`src/rtl/oric_tap_recorder.sv`:
```
// Oric cassette capture: decodes the K7_TAPEOUT fast-format waveform
// (2400/1200 Hz) into framed bytes and hands each byte to the SDRAM port2
// writer over a toggle req/ack handshake with a sequential byte address.
//
// Ports:
//   clk        system clock (clk_24 domain)
//   reset      asynchronous active-high reset
//   ce         1 MHz tick enable, one clk wide
//   enable     record armed; rising edge restarts the image at address 0
//   tape_in    raw tape output from the VIA (asynchronous)
//   byte_out   decoded byte, valid while byte_req != byte_ack
//   byte_addr  address of byte_out
//   byte_req   toggles once per new byte
//   byte_ack   toggled by the writer once the byte is stored
//   byte_count bytes stored since enable rose (next address)
//   recording  high whenever the decoder is not idle
//   parity_err sticky odd-parity failure
//   frame_err  sticky framing failure (bad stop bit or timeout mid-byte)
//   overrun    sticky: a byte completed while the writer was still busy
module oric_tap_recorder #(
   parameter int unsigned T_MIN     = 200,
   parameter int unsigned T_SPLIT   = 625,
   parameter int unsigned T_MAX     = 1200,
   parameter int unsigned SYNC_ONES = 16,
   parameter int unsigned STOP_BITS = 3
) (
   input  logic        clk,
   input  logic        reset,
   input  logic        ce,
   input  logic        enable,
   input  logic        tape_in,
   output logic [7:0]  byte_out,
   output logic [23:0] byte_addr,
   output logic        byte_req,
   input  logic        byte_ack,
   output logic [23:0] byte_count,
   output logic        recording,
   output logic        parity_err,
   output logic        frame_err,
   output logic        overrun
);

   localparam int unsigned CW = $clog2(T_MAX + 1);
   localparam int unsigned OW = $clog2(SYNC_ONES + 1);
   localparam int unsigned SW = $clog2(STOP_BITS + 1);

   typedef enum logic [2:0] {
      ST_IDLE,
      ST_SYNC,
      ST_START_WAIT,
      ST_DATA,
      ST_PARITY,
      ST_STOP
   } state_t;

   state_t        state_q, state_d;
   logic [2:0]    sync_q;
   logic          enable_q;
   logic [CW-1:0] cnt_q, cnt_d;
   logic [OW-1:0] ones_q, ones_d;
   logic [2:0]    bit_idx_q, bit_idx_d;
   logic [SW-1:0] stop_q, stop_d;
   logic [7:0]    shift_q, shift_d;

   logic [7:0]    byte_out_d;
   logic [23:0]   byte_addr_d;
   logic          byte_req_d;
   logic [23:0]   byte_count_d;
   logic          recording_d;
   logic          parity_err_d;
   logic          frame_err_d;
   logic          overrun_d;

   logic          tape_rise;
   logic          edge_ok;
   logic          bit_val;
   logic          timeout;
   logic          enable_rise;

   // Two-flop synchronizer plus one more flop for rising-edge detection.
   always_ff @(posedge clk or posedge reset) begin
      if (reset) begin
         sync_q   <= 3'b000;
         enable_q <= 1'b0;
      end else begin
         sync_q   <= {sync_q[1:0], tape_in};
         enable_q <= enable;
      end
   end

   assign tape_rise   = sync_q[1] & ~sync_q[2];
   assign edge_ok     = tape_rise && (cnt_q >= CW'(T_MIN));
   assign bit_val     = (cnt_q < CW'(T_SPLIT));
   assign timeout     = (cnt_q == CW'(T_MAX));
   assign enable_rise = enable & ~enable_q;

   // State register and all registered outputs.
   always_ff @(posedge clk or posedge reset) begin
      if (reset) begin
         state_q    <= ST_IDLE;
         cnt_q      <= '0;
         ones_q     <= '0;
         bit_idx_q  <= '0;
         stop_q     <= '0;
         shift_q    <= '0;
         byte_out   <= '0;
         byte_addr  <= '0;
         byte_req   <= 1'b0;
         byte_count <= '0;
         recording  <= 1'b0;
         parity_err <= 1'b0;
         frame_err  <= 1'b0;
         overrun    <= 1'b0;
      end else begin
         state_q    <= state_d;
         cnt_q      <= cnt_d;
         ones_q     <= ones_d;
         bit_idx_q  <= bit_idx_d;
         stop_q     <= stop_d;
         shift_q    <= shift_d;
         byte_out   <= byte_out_d;
         byte_addr  <= byte_addr_d;
         byte_req   <= byte_req_d;
         byte_count <= byte_count_d;
         recording  <= recording_d;
         parity_err <= parity_err_d;
         frame_err  <= frame_err_d;
         overrun    <= overrun_d;
      end
   end

   // Next-state, period counter and byte framing.
   always_comb begin
      state_d      = state_q;
      cnt_d        = cnt_q;
      ones_d       = ones_q;
      bit_idx_d    = bit_idx_q;
      stop_d       = stop_q;
      shift_d      = shift_q;
      byte_out_d   = byte_out;
      byte_addr_d  = byte_addr;
      byte_req_d   = byte_req;
      byte_count_d = byte_count;
      parity_err_d = parity_err;
      frame_err_d  = frame_err;
      overrun_d    = overrun;

      // Period counter: counts ce ticks since the last accepted edge.
      if (ce && !timeout)
         cnt_d = cnt_q + CW'(1);
      if (edge_ok)
         cnt_d = '0;

      if (!enable) begin
         state_d = ST_IDLE;
         cnt_d   = '0;
      end else if (enable_rise) begin
         state_d      = ST_SYNC;
         ones_d       = '0;
         cnt_d        = '0;
         byte_count_d = '0;
         parity_err_d = 1'b0;
         frame_err_d  = 1'b0;
         overrun_d    = 1'b0;
      end else if (state_q == ST_IDLE) begin
         state_d = ST_IDLE;
      end else if (timeout) begin
         // Line idle: a byte in flight is lost; between bytes it is harmless.
         if (state_q == ST_DATA || state_q == ST_PARITY)
            frame_err_d = 1'b1;
         state_d = ST_SYNC;
         ones_d  = '0;
      end else if (edge_ok) begin
         case (state_q)
            ST_SYNC: begin
               if (bit_val) begin
                  if (ones_q == OW'(SYNC_ONES - 1)) begin
                     state_d = ST_START_WAIT;
                     ones_d  = '0;
                  end else begin
                     ones_d = ones_q + OW'(1);
                  end
               end else begin
                  ones_d = '0;
               end
            end
            ST_START_WAIT: begin
               if (!bit_val) begin
                  state_d   = ST_DATA;
                  bit_idx_d = '0;
               end
            end
            ST_DATA: begin
               shift_d   = {bit_val, shift_q[7:1]};
               bit_idx_d = bit_idx_q + 3'd1;
               if (bit_idx_q == 3'd7)
                  state_d = ST_PARITY;
            end
            ST_PARITY: begin
               // Odd parity: data plus parity bit must hold an odd number of ones.
               if (^{shift_q, bit_val} == 1'b0)
                  parity_err_d = 1'b1;
               state_d = ST_STOP;
               stop_d  = '0;
            end
            ST_STOP: begin
               if (!bit_val) begin
                  frame_err_d = 1'b1;
                  state_d     = ST_SYNC;
                  ones_d      = '0;
               end else if (stop_q == SW'(STOP_BITS - 1)) begin
                  // Handshake is free when req == ack, including an ack landing this clk.
                  if (byte_req == byte_ack) begin
                     byte_out_d   = shift_q;
                     byte_addr_d  = byte_count;
                     byte_req_d   = ~byte_req;
                     byte_count_d = byte_count + 24'd1;
                  end else begin
                     overrun_d = 1'b1;
                  end
                  state_d = ST_START_WAIT;
               end else begin
                  stop_d = stop_q + SW'(1);
               end
            end
            default: state_d = ST_IDLE;
         endcase
      end

      recording_d = (state_d != ST_IDLE);
   end

endmodule

```
`config.mk`:
```
export PLATFORM = sky130hd
export DESIGN_NAME = oric_tap_recorder
export DESIGN_NICKNAME = d
export VERILOG_FILES = /design/src/rtl/oric_tap_recorder.sv
export SDC_FILE = /design/constraint.sdc
export NUM_CORES = 1
export LEC_CHECK = 0
export BUFFER_PORTS_ARGS = -buffer_cell sky130_fd_sc_hd__buf_4
export CORE_MARGIN = 2
export CORE_UTILIZATION = 61
export CTS_BUF_LIST = sky130_fd_sc_hd__clkbuf_16
export DETAILED_ROUTE_END_ITERATION = 16
export PLACE_DENSITY = 0.83
export SLEW_MARGIN = 20
export SYNTH_ARGS = -nofsm -noshare
export SYNTH_HDL_FRONTEND = slang
export SYNTH_SLANG_ARGS = --single-unit
```
`constraint.sdc`:
```
create_clock -name clk -period 4.29 [get_ports clk]
set_input_delay 0 -clock clk [delete_from_list [all_inputs] [get_ports clk]]
set_output_delay 0 -clock clk [all_outputs]
set_load 0.05 [all_outputs]
```
==> results.md, run 1 <==
* Number of distinct library cell variants in the gate-level netlist after synthesis at 53
* Leading area contributor after synthesis: dfrtp_1
* Number of cells in the design after placement at 576
* P per Cell Area at 321 nW/um^2
* TritonCTS sink count at 97
* Dominant delay contributor by cell family on the critical path: simple AND/OR/NAND/NOR gates
* Antenna diode count at 0
* Synthesized instance count at 424
* Count of flip-flops with a built-in enable after synthesis at 0
* Most used cells in the layout excluding fill and tap cells: 97 x dfrtp_1, 71 x buf_4, 41 x mux2_2
* Result of the run: complete, no violations
* Number of cells in the finished layout apart from fillers at slightly below 600
* Synth warnings at 0
* Slew of the pin with the lowest slew margin at 0.851 ns
* Fraction of the mapped netlist area in simple logic gates at 0.167
* Area share of the largest cell type after synthesis at 0.521
* Count of routing violations after the opening detailed-route iteration at approximately 360
* Area Overhead vs Synth at 19.1%
* Seq/Total Area, Yosys at 0.521
* Pin count of the biggest net entering global routing at 51
* Type of the worst min-delay path: primary input to register
* Required time of the critical path at 4.53 ns
* Number of top-level pins at 67
* H-tree depth at 3
* Clock tree from TritonCTS: yes
* Startpoint Class: register
* Share of async-settable or async-resettable flops after synthesis at 1.00
* Arrival time of data at the critical path endpoint at around 3.2 ns
* Floorplan die area at approximately 8300 sq um
* Half-perimeter wire length of the detailed placement result at 6880 microns
* Starting density of the core at 0.635
* Number of search-and-repair iterations in the first detailed-routing pass at 5
* PortBufs at 66
* Placement Rows at 31
* Peak VDD IR at about 0.21 mV
* Count of filler cells inserted in the layout at 481
* Worst Setup Path Type: register to register
* Register bit count reported by yosys at 97
* Clock tree skew after final layout at 0.00782 ns
* Root buffer cell: clkbuf_16
* Net count after synthesis at approximately 440
* Setup TNS at 0 ns
* Worst setup EP type: register
* Total number of vias at 3,646
* Dominant cells by area after synthesis: dfrtp_1 52%, mux2_2 9.9%, o21ai_0 2.9%, xnor2_1 2.6%, or3_1 2.3%
* Clk_lat worst skew at between 0.3 and 0.4 ns
* Post-route antenna net violation count at 0
* Ratio of final minimum period to clock period at 0.695
* Buffers inserted during post-CTS setup optimization at 0
* Via count of the first global-routing pass at 3,555
* Final setup violation count at 0
* Worst stage delay on the critical path at 0.65 ns
* Clock Tree Buf Depth at 2
* Cells along the critical path: or4_4, a2111oi_4, nand3_2, or3_1, a21oi_1
* Leakage power summed over all cells at ~2.6 nW
* Routed WL per cell at 17.9 microns
* Synth Area in Compound Gates at 0.117
* Gpl congestion at 0.905
* Post-synth top flop: dfrtp_1
* Max-cap violations at 0
* Hold-fix buffers, CTS at 3
* First-pass GRT wire length at 17,600 microns
* Post-synthesis share of cell area spent on full adders, half adders and majority gates at 0.0188
* Number of slew-limit violations in the final report at 0
* Headroom to the max-slew limit at 0.432
* Post-CTS resize count at 0
* Clock-pin slew on the worst setup and hold paths at 0.07 ns
* Post-layout minimum cycle time at a little under 3 ns
* Final hold violations at 0
* Overall die width at 91.4 microns
* Portion of netlist area occupied by mux cells at 0.106
* Post-synthesis xor/xnor area fraction at 0.0451
* Total routing usage reported by global routing at 0.265
* Vias per cell at slightly above 6
* Per-instance average area after synthesis at 11.0 sq um
* Net total in the final layout at 504
* Total clock buffers created by CTS at 9
* Layout cell share with drive strength beyond 1 at 0.274
* Final wirelength at about 11,000 microns
* DRC errors left at 0
* Global route total overflow at 0
* Critical path peak fanout at 19
* Antenna violations before repair at 0
* Dominant combinational cell family by area after synthesis: simple AND/OR/NAND/NOR gates
* Most frequent standard cell in the layout excluding fill and tap cells: dfrtp_1
* Setup repair after global routing missed its margin: no
* Height of the die at 91.4 microns
* Netlist Area Pre-Place at approximately 4700 sq um
* Max frequency at 335 MHz
* CP max stage cell: a2111oi_4
* Placeable core region at ~7300 sq um
* WP buf/inv at 0
sequential cells by signal, indices dropped and copies added (netlist names):
name / cells
bit_idx_q: 3
byte_addr: 24
byte_count: 24
byte_out: 8
byte_req: 1
cnt_q: 11
enable_q: 1
frame_err: 1
ones_q: 5
overrun: 1
parity_err: 1
recording: 1
shift_q: 8
state_q: 3
stop_q: 2
sync_q: 3
worst min-delay path, delay by kind of cell:
family	cells	cell delay, ns
xor+xnor	1	0.16
buf+inv	1	0.10
simple gates	2	0.12
routing by layer:
metal  part of all wire  global-route usage  vias to the layer above
met5                  0                   0                        -
met4              0.026               0.104                        0
met3              0.048              0.0340                       28
met2               0.50               0.448                      134
met1               0.43               0.350                     1790
li1                   -                   -                     1694
layout make-up:
cell class                      instances  area (sq um)  area share
Clock buffer                            9           225      0.0406
Multi-Input combinational cell        298          2110       0.381
Sequential cell                        97          2430       0.438
Inverter                               11          42.5     0.00767
Clock inverter                          7          51.3     0.00925
Timing Repair Buffer                   74           563       0.102
Tap cell                               99           124      0.0223
report_power, final:
group / switching (W) / total (W) / internal, W
Combinational: 0.0000546 / 0.0000847 / 0.0000301
Clock: 0.000353 / 0.000751 / 0.000398
Sequential: 0.0000162 / 0.000945 / 0.000929
through the flow:
stage / power [W] / hold WS (ns) / setup WS [ns] / util / instance area, sq um
2_1_floorplan: 0.00102 / 0.0314 / 1.76 / - / 4660
3_3_place_gp: 0.00104 / 0.110 / 1.45 / 0.715 / 5240
3_5_place_dp: 0.00104 / 0.110 / 1.38 / 0.715 / 5240
4_1_cts: 0.00179 / 0.0777 / 1.34 / 0.757 / 5550
5_1_grt: 0.00184 / 0.126 / 1.12 / 0.757 / 5550
6_report: 0.00178 / 0.0771 / 1.31 / 0.757 / 5550
final timing paths:
kind,start,to,slack (ns),cells past startpoint
max in group asynchronous,reset,stop_q[1],2.80,4
max reg2reg,cnt_q[3],byte_count[13],1.31,5
min reg2reg,sync_q[0],sync_q[1],0.36,0
max,cnt_q[3],byte_count[13],1.31,5
min in group asynchronous,reset,byte_addr[5],0.38,3
min,ce,cnt_q[0],0.08,4
synth_stat cells, types with 4 or more instances:
master,instances
ha_1,7
xnor2_1,14
mux2_2,41
nor3_1,10
o21ai_0,27
nor2b_1,8
inv_1,11
and3_1,6
nand4b_1,4
xor2_1,10
nand2b_1,6
or3_1,17
nand3_1,16
nand2_1,24
buf_1,4
dfrtp_1,97
nand4_1,10
a21oi_1,21
nor2_1,21
clkbuf_1,13
cell families (layout without fill, tap and decap cells):
| family | after synthesis | count (layout) |
|---|---|---|
| buffers and inverters | 29 | 101 |
| XOR/XNOR | 24 | 24 |
| AO/OA/AOI/OAI | 83 | 83 |
| AND/OR/NAND/NOR | 140 | 140 |
| flip-flops | 97 | 97 |
| multiplexers | 44 | 44 |
| adder cells (fa/ha/maj) | 7 | 7 |
No activity file was read; power rests on OpenSTA's default activity.
==> run 2: changes to the inputs <==
--- a/config.mk
+++ b/config.mk
@@ -7,10 +7,10 @@
 export LEC_CHECK = 0
 export BUFFER_PORTS_ARGS = -buffer_cell sky130_fd_sc_hd__buf_4
 export CORE_MARGIN = 2
-export CORE_UTILIZATION = 61
+export CORE_UTILIZATION = 52
 export CTS_BUF_LIST = sky130_fd_sc_hd__clkbuf_16
 export DETAILED_ROUTE_END_ITERATION = 16
-export PLACE_DENSITY = 0.83
+export PLACE_DENSITY = 0.75
 export SLEW_MARGIN = 20
 export SYNTH_ARGS = -nofsm -noshare
 export SYNTH_HDL_FRONTEND = slang
==> constraint.sdc (replaced) <==
create_clock -name clk -period 2.6 [get_ports clk]
set_input_delay 0 -clock clk [delete_from_list [all_inputs] [get_ports clk]]
set_output_delay 0 -clock clk [all_outputs]
set_load 0.05 [all_outputs]
==> run 2 against run 1 <==
Final cell count increased by 3.0%; combinational power increased by 72%; worst hold slack got worse by 0.024 ns; clock skew decreased by 0.0034 ns; critical path depth increased by 3; register-to-register slack got worse by 1.1 ns; largest cell class unchanged; largest power group unchanged.
==> results.md, run 2 (synthesized netlist as in run 1, its figures left out) <==
* Placement Rows at 34
* Fraction of met2 tracks used by global routing at 0.341
* Worst stage delay on the critical path at 0.48 ns
* Max-cap violations at 0
* Global routing usage on met1 at 0.284
* Final wirelength at between 9000 and 10,000 microns
* Number of slew-limit violations in the final report at 0
* Clk_lat worst skew at 0.34 ns
* Final cell utilization of the core at 0.651
* Leakage power summed over all cells at between 2 and 3 nW
* Worst setup EP type: register
* Height of the die at 98.6 microns
* Required time of the critical path at 2.83 ns
* Net total in the final layout at 513
* Cells along the critical path: inv_1, ha_1, nand4b_1, or3_1, and3_1, nand3_2, buf_12, mux2_2
* Floorplan die area at ~9700 sq um
* Worst Setup Path Type: register to register
* Antenna diode count at 0
* Peak VDD IR at 0.324 mV
* Most used cells in the layout excluding fill and tap cells: 97 x dfrtp_1, 78 x buf_4, 41 x mux2_2
* TritonCTS sink count at 97
* Ratio of final minimum period to clock period at 0.934
* Most frequent standard cell in the layout excluding fill and tap cells: dfrtp_1
* Root buffer cell: clkbuf_16
* CP max stage cell: or3_1
* Critical path peak fanout at 33
* Layout cell share with drive strength beyond 1 at 0.285
* Startpoint Class: register
* Share of power burned in the clock network at 0.436
* Clock tree from TritonCTS: yes
* Starting density of the core at 0.534
* Slew of the pin with the lowest slew margin at approximately 0.6 ns
* Number of search-and-repair iterations in the first detailed-routing pass at 6
* Logic gate share of total power at 0.048
* Total number of vias at roughly 3,600
* Total net switching power at about 0.0007 W
* Max frequency at between 400 and 500 MHz
* Antenna violations before repair at 0
* Vias per cell at 5.90
* DRC errors left at 0
* First-pass GRT wire length at 16,700 microns
* Final setup violation count at 0
* Routed WL per cell at 15.9 microns
* Placeable core region at 8720 sq um
* Number of top-level pins at 67
* Global route total overflow at 0
* Area Overhead vs Synth at 21.9%
* Top flop regs: byte_addr (24), byte_count (24), cnt_q (11)
* Half-perimeter wire length of the detailed placement result at approximately 6800 microns
* Post-route antenna net violation count at 0
* Register share of total power at 0.516
* Gpl congestion at 0.880
* Type of the worst min-delay path: primary input to register
* Post-layout minimum cycle time at 2.43 ns
* Arrival time of data at the critical path endpoint at 2.65 ns
* Setup repair after global routing missed its margin: no
* P_int at 0.00233 W
* Hold WS at 0.0527 ns
* Clock-pin slew on the worst setup and hold paths at 0.07 ns
* Total clock buffers created by CTS at 9
* H-tree depth at 3
* Buffers inserted during post-CTS setup optimization at 0
* Met3 usage at 0.0461
* Via count of the first global-routing pass at 3,492
* Total routing usage reported by global routing at 0.212
* PortBufs at 66
* Sw frac at 0.227
* P per Cell Area at 531 nW/um^2
* Routing layer with the top usage in global route: met2
* Count of routing violations after the opening detailed-route iteration at 261
* Final hold violations at 0
* Result of the run: complete, no violations
* Clock Tree Buf Depth at 2
* Headroom to the max-slew limit at 0.596
* Setup TNS at 0 ns
* Overall die width at between 90 and 100 microns
* Pin count of the biggest net entering global routing at 65
* Clock tree skew after final layout at 0.00442 ns
-- run 2: changes by cell type in the layout (fill, tap and decap cells not counted) --
cell / previous run / this run
clkinv_2: 2 / 1
buf_4: 71 / 78
inv_1: 10 / 11
bufinv_16: 0 / 1
inv_6: 4 / 1
clkinvlp_4: 1 / 2
nand3_2: 3 / 2
clkinv_4: 0 / 1
nand3_4: 0 / 1
buf_12: 0 / 2
-- run 2: final timing paths --
kind,endpoint,startpoint,depth (start not counted),slack [ns]
setup / recovery,byte_out[2],cnt_q[0],8,0.17
hold / removal,cnt_q[0],ce,4,0.05
setup reg to reg,byte_out[2],cnt_q[0],8,0.17
hold reg to reg,sync_q[1],sync_q[0],0,0.35
max in group asynchronous,byte_count[2],reset,4,1.59
min in group asynchronous,byte_addr[9],reset,3,0.27
-- run 2: per-layer routing --
| layer | share of wire | wire, microns | up-vias |
|---|---|---|---|
| met2 | 0.49 | 4780 | 120 |
| li1 | - | - | 1710 |
| met1 | 0.44 | 4310 | 1769 |
| met3 | 0.052 | 512 | 19 |
| met4 | 0.016 | 154 | 0 |
| met5 | 0 | 0 | - |
-- run 2: critical path, delay by kind of cell (launching register included) --
kind	cells	cell delay (ns)
AND/OR/NAND/NOR	4	1.02
flip-flops	1	0.41
buffers and inverters	2	0.33
adder cells (fa/ha/maj)	1	0.18
multiplexers	1	0.36
-- run 2: area by class of cell --
cell class                 count  area [sq um]
fill                         687          3040
sequential                    97          2430
multi-input combinational    298          2120
timing repair buffer          83           656
clock buffer                   9           225
tap                          108           135
clock inverter                 7          70.1
inverter                      11          42.5
-- run 2: power by group through the flow --
| stage | clock network, W | registers [W] | logic [W] |
|---|---|---|---|
| global placement | 0 | 0.00158 | 0.000141 |
| finish | 0.00131 | 0.00156 | 0.000146 |
| detailed placement | 0 | 0.00158 | 0.000145 |
| global route | 0.00141 | 0.00156 | 0.000168 |
| CTS | 0.00135 | 0.00155 | 0.000149 |
| floorplan | 0 | 0.00158 | 0.0000985 |
-- run 2: per-stage QoR --
step | total power [W] | area [sq um] | cells | setup slack [ns]
final | 0.00302 | 5680 | 613 | 0.171
after global routing | 0.00313 | 5680 | 613 | 0.0244
after CTS | 0.00305 | 5670 | 613 | 0.125
after detailed placement | 0.00173 | 5340 | 594 | 0.147
after global placement | 0.00172 | 5340 | 594 | 0.229
after floorplan | 0.00168 | 4660 | 424 | 0.0663
-- run 2: timing repair --
item / CTS / global route
gates resized for setup: 0 / 1
hold endpoints to repair: 35 / 0
endpoints found under the setup margin: 0 / 5
hold buffers: 3 / 0
==> run 3: changes to the inputs <==
--- a/config.mk
+++ b/config.mk
@@ -5,12 +5,14 @@
 export SDC_FILE = /design/constraint.sdc
 export NUM_CORES = 1
 export LEC_CHECK = 0
+export ABC_AREA = 1
 export BUFFER_PORTS_ARGS = -buffer_cell sky130_fd_sc_hd__buf_4
 export CORE_MARGIN = 2
-export CORE_UTILIZATION = 52
+export CORE_UTILIZATION = 53
 export CTS_BUF_LIST = sky130_fd_sc_hd__clkbuf_16
 export DETAILED_ROUTE_END_ITERATION = 16
-export PLACE_DENSITY = 0.75
+export MAX_ROUTING_LAYER = met4
+export PLACE_DENSITY = 0.76
 export SLEW_MARGIN = 20
 export SYNTH_ARGS = -nofsm -noshare
 export SYNTH_HDL_FRONTEND = slang
==> run 3 against run 2 <==
Worst hold slack improved by 0.016 ns; sequential cell count did not move; register-to-register slack gained 0.18 ns; cell area rose by 10%; clock power grew 11%; total power increased by 7.4%; critical path type unchanged; critical endpoint is now byte_addr[4].
==> results.md, run 3 <==
* Max-cap violations at 0
* Clk_lat worst skew at between 0.3 and 0.4 ns
* DRC errors left at 0
* Total number of vias at 4,719
* Most common cell in the synthesized netlist: nand2_1
* Area Overhead vs Synth at 18.1%
* Count of flip-flops with a built-in enable after synthesis at 0
* TritonCTS sink count at 97
* Net total in the final layout at 768
* Setup TNS at 0 ns
* Area share of the largest cell type after synthesis at 0.457
* Register bit count reported by yosys at 97
* Final wirelength at 12,900 microns
* Post-route antenna net violation count at 0
* Half-perimeter wire length of the detailed placement result at 9260 microns
* Number of slew-limit violations in the final report at 0
* Placed instance area at 5910 sq um
* Arrival time of data at the critical path endpoint at around 2.5 ns
* Critical path peak fanout at 49
* Number of distinct library cell variants in the gate-level netlist after synthesis at 35
* Setup repair after global routing missed its margin: no
* Clock tree from TritonCTS: yes
* Number of cells in the design after placement at a little under 900
* Type of the worst min-delay path: primary input to register
* Placement Rows at 36
* WP buf/inv at 2
* CP max stage cell: dfrtp_1
* Floorplan die area at 10,800 sq um
* P per Cell Area at approximately 520 nW/um^2
* Global route total overflow at 0
* Antenna violations before repair at 0
* Post-synth top flop: dfrtp_1
* Overall die width at 104 microns
* Pin count of the biggest net entering global routing at 56
* Post-layout minimum cycle time at 2.25 ns
* Antenna diode count at 0
* Synthesized instance count at 687
* Top flop regs: byte_addr (24), byte_count (24), cnt_q (11)
* Final hold violations at 0
* Dominant delay contributor by cell family on the critical path: simple AND/OR/NAND/NOR gates
* Worst Setup Path Type: register to register
* Starting density of the core at 0.545
* Result of the run: complete, no violations
* Height of the die at 104 microns
* Number of cells in the finished layout apart from fillers at 893
* Gpl congestion at about 0.99
* Slew of the pin with the lowest slew margin at 0.697 ns
* Share of async-settable or async-resettable flops after synthesis at 1.00
* Total routing usage reported by global routing at 0.262
* Routed WL per cell at around 14 microns
* Seq/Total Area, Yosys at 0.457
* Final setup violation count at 0
* Per-instance average area after synthesis at 7.72 sq um
* Cells along the critical path: inv_1, ha_1, nand2_1, nor3_1, nand4_1, nand2_2, nor2_8, nand4_4, buf_12, nand2_1, o21ai_2
* Leading area contributor after synthesis: dfrtp_1
* Clock Tree Buf Depth at 2
* Worst setup EP type: register
* Required time of the critical path at 2.87 ns
* Most used cells in the layout excluding fill and tap cells: 201 x nand2_1, 97 x dfrtp_1, 75 x inv_1
* Headroom to the max-slew limit at 0.536
* Vias per cell at about 5.3
* Ratio of final minimum period to clock period at 0.866
* Buffers inserted during post-CTS setup optimization at 0
* Layout cell share with drive strength beyond 1 at 0.170
* PortBufs at 66
* Most frequent standard cell in the layout excluding fill and tap cells: nand2_1
* Clock tree skew after final layout at slightly below 0.009 ns
* Via count of the first global-routing pass at 4,598
* Setup slack at placement at ~0.49 ns
* Max frequency at approximately 440 MHz
* Number of search-and-repair iterations in the first detailed-routing pass at 6
* Root buffer cell: clkbuf_16
* Post-route design area at 6270 sq um
* Post-CTS resize count at 0
* Dominant cells by area after synthesis: dfrtp_1 46%, nand2_1 14%, inv_1 5.4%, nor2_1 5.2%, nand3_1 4.2%
* Count of routing violations after the opening detailed-route iteration at 327
* Setup slack after layout at between 0.3 and 0.4 ns
* Net count after synthesis at 700
* Placeable core region at 9730 sq um
* Peak VDD IR at approximately 0.30 mV
* Worst stage delay on the critical path at around 0.4 ns
* Total clock buffers created by CTS at 9
* First-pass GRT wire length at 22,400 microns
* H-tree depth at 3
* Number of top-level pins at 67
* Leakage power summed over all cells at 3.12 nW
* Synth warnings at 0
* Startpoint Class: register
* List of most frequent post-synthesis cells: 201 x nand2_1, 97 x dfrtp_1, 76 x inv_1, 73 x nor2_1, 45 x nand3_1
* Clock-pin slew on the worst setup and hold paths at 0.07 ns
* Worst path most repeated cell: nand2_1
* Netlist Area Pre-Place at between 5000 and 6000 sq um
==> run 3: cell count changes in the layout (fill, tap and decap cells not counted), sizes merged, moves of 8 or more <==
cell   change
buf       -10
inv       +74
mux2      -41
nand2    +189
nand3     +27
nor2      +57
nor2b      -8
nor3      +14
o21ai     +32
or3       -17
xnor2     -10
xor2      +10
==> run 3: cell families after synthesis <==
| group | count (synthesis) | share of synthesized area |
|---|---|---|
| buffers and inverters | 100 | 0.0839 |
| AND/OR/NAND/NOR | 378 | 0.310 |
| AO/OA/AOI/OAI | 81 | 0.0922 |
| flip-flops | 97 | 0.457 |
| XOR/XNOR | 24 | 0.0396 |
| adder cells (fa/ha/maj) | 7 | 0.0165 |
==> run 3: report_power, final <==
| group | leakage, nW | total (W) | switching [W] | internal, W |
|---|---|---|---|---|
| registers | 1.33 | 0.00156 | 0.0000325 | 0.00153 |
| logic | 1.63 | 0.000218 | 0.000156 | 0.0000617 |
| clock network | 0.153 | 0.00146 | 0.000605 | 0.000852 |
==> run 3: area by class of cell <==
cell class | count | area [sq um]
Fill cell | 881 | 3460
Multi-Input combinational cell | 490 | 2440
Sequential cell | 97 | 2430
Timing Repair Buffer | 73 | 581
Inverter | 84 | 323
Clock buffer | 9 | 225
Tap cell | 133 | 166
Clock inverter | 7 | 101
==> run 3: timing repair <==
item	in CTS	in global routing
hold buffers	3	0
hold endpoints to repair	56	0
setup endpoints to repair	0	0
==> run 3: path summary, 6_finish.rpt <==
check / start / to / slack, ns / depth (start not counted)
worst min register to register: sync_q[0] / sync_q[1] / 0.35 / 0
worst max-delay path: cnt_q[0] / byte_addr[4] / 0.35 / 11
worst min-delay path: ce / cnt_q[1] / 0.07 / 4
min in group asynchronous: reset / cnt_q[0] / 0.34 / 3
max in group asynchronous: reset / byte_addr[18] / 1.59 / 4
worst max register to register: cnt_q[0] / byte_addr[4] / 0.35 / 11
==> run 3: metal layers <==
| layer | share of wire | global-route usage | up-vias |
|---|---|---|---|
| li1 | - | - | 2316 |
| met3 | 0.057 | 0.0464 | 18 |
| met1 | 0.46 | 0.364 | 2215 |
| met4 | 0.013 | 0.0753 | 0 |
| met5 | 0 | - | - |
| met2 | 0.47 | 0.398 | 170 |
==> run 3: metrics by stage <==
stage | total power [W] | util | hold slack, ns
detailed placement | 0.00181 | 0.607 | 0.113
floorplan | 0.00174 | - | 0.0314
global placement | 0.00180 | 0.607 | 0.110
CTS | 0.00326 | 0.644 | 0.0456
global route | 0.00335 | 0.644 | 0.0865
finish | 0.00324 | 0.644 | 0.0691
==> run 3: tightest hold or removal path: stages <==
cell and delay [ns]:
buf_4 0.09, nand2_2 0.13, nand2_1 0.10, a21oi_1 0.06
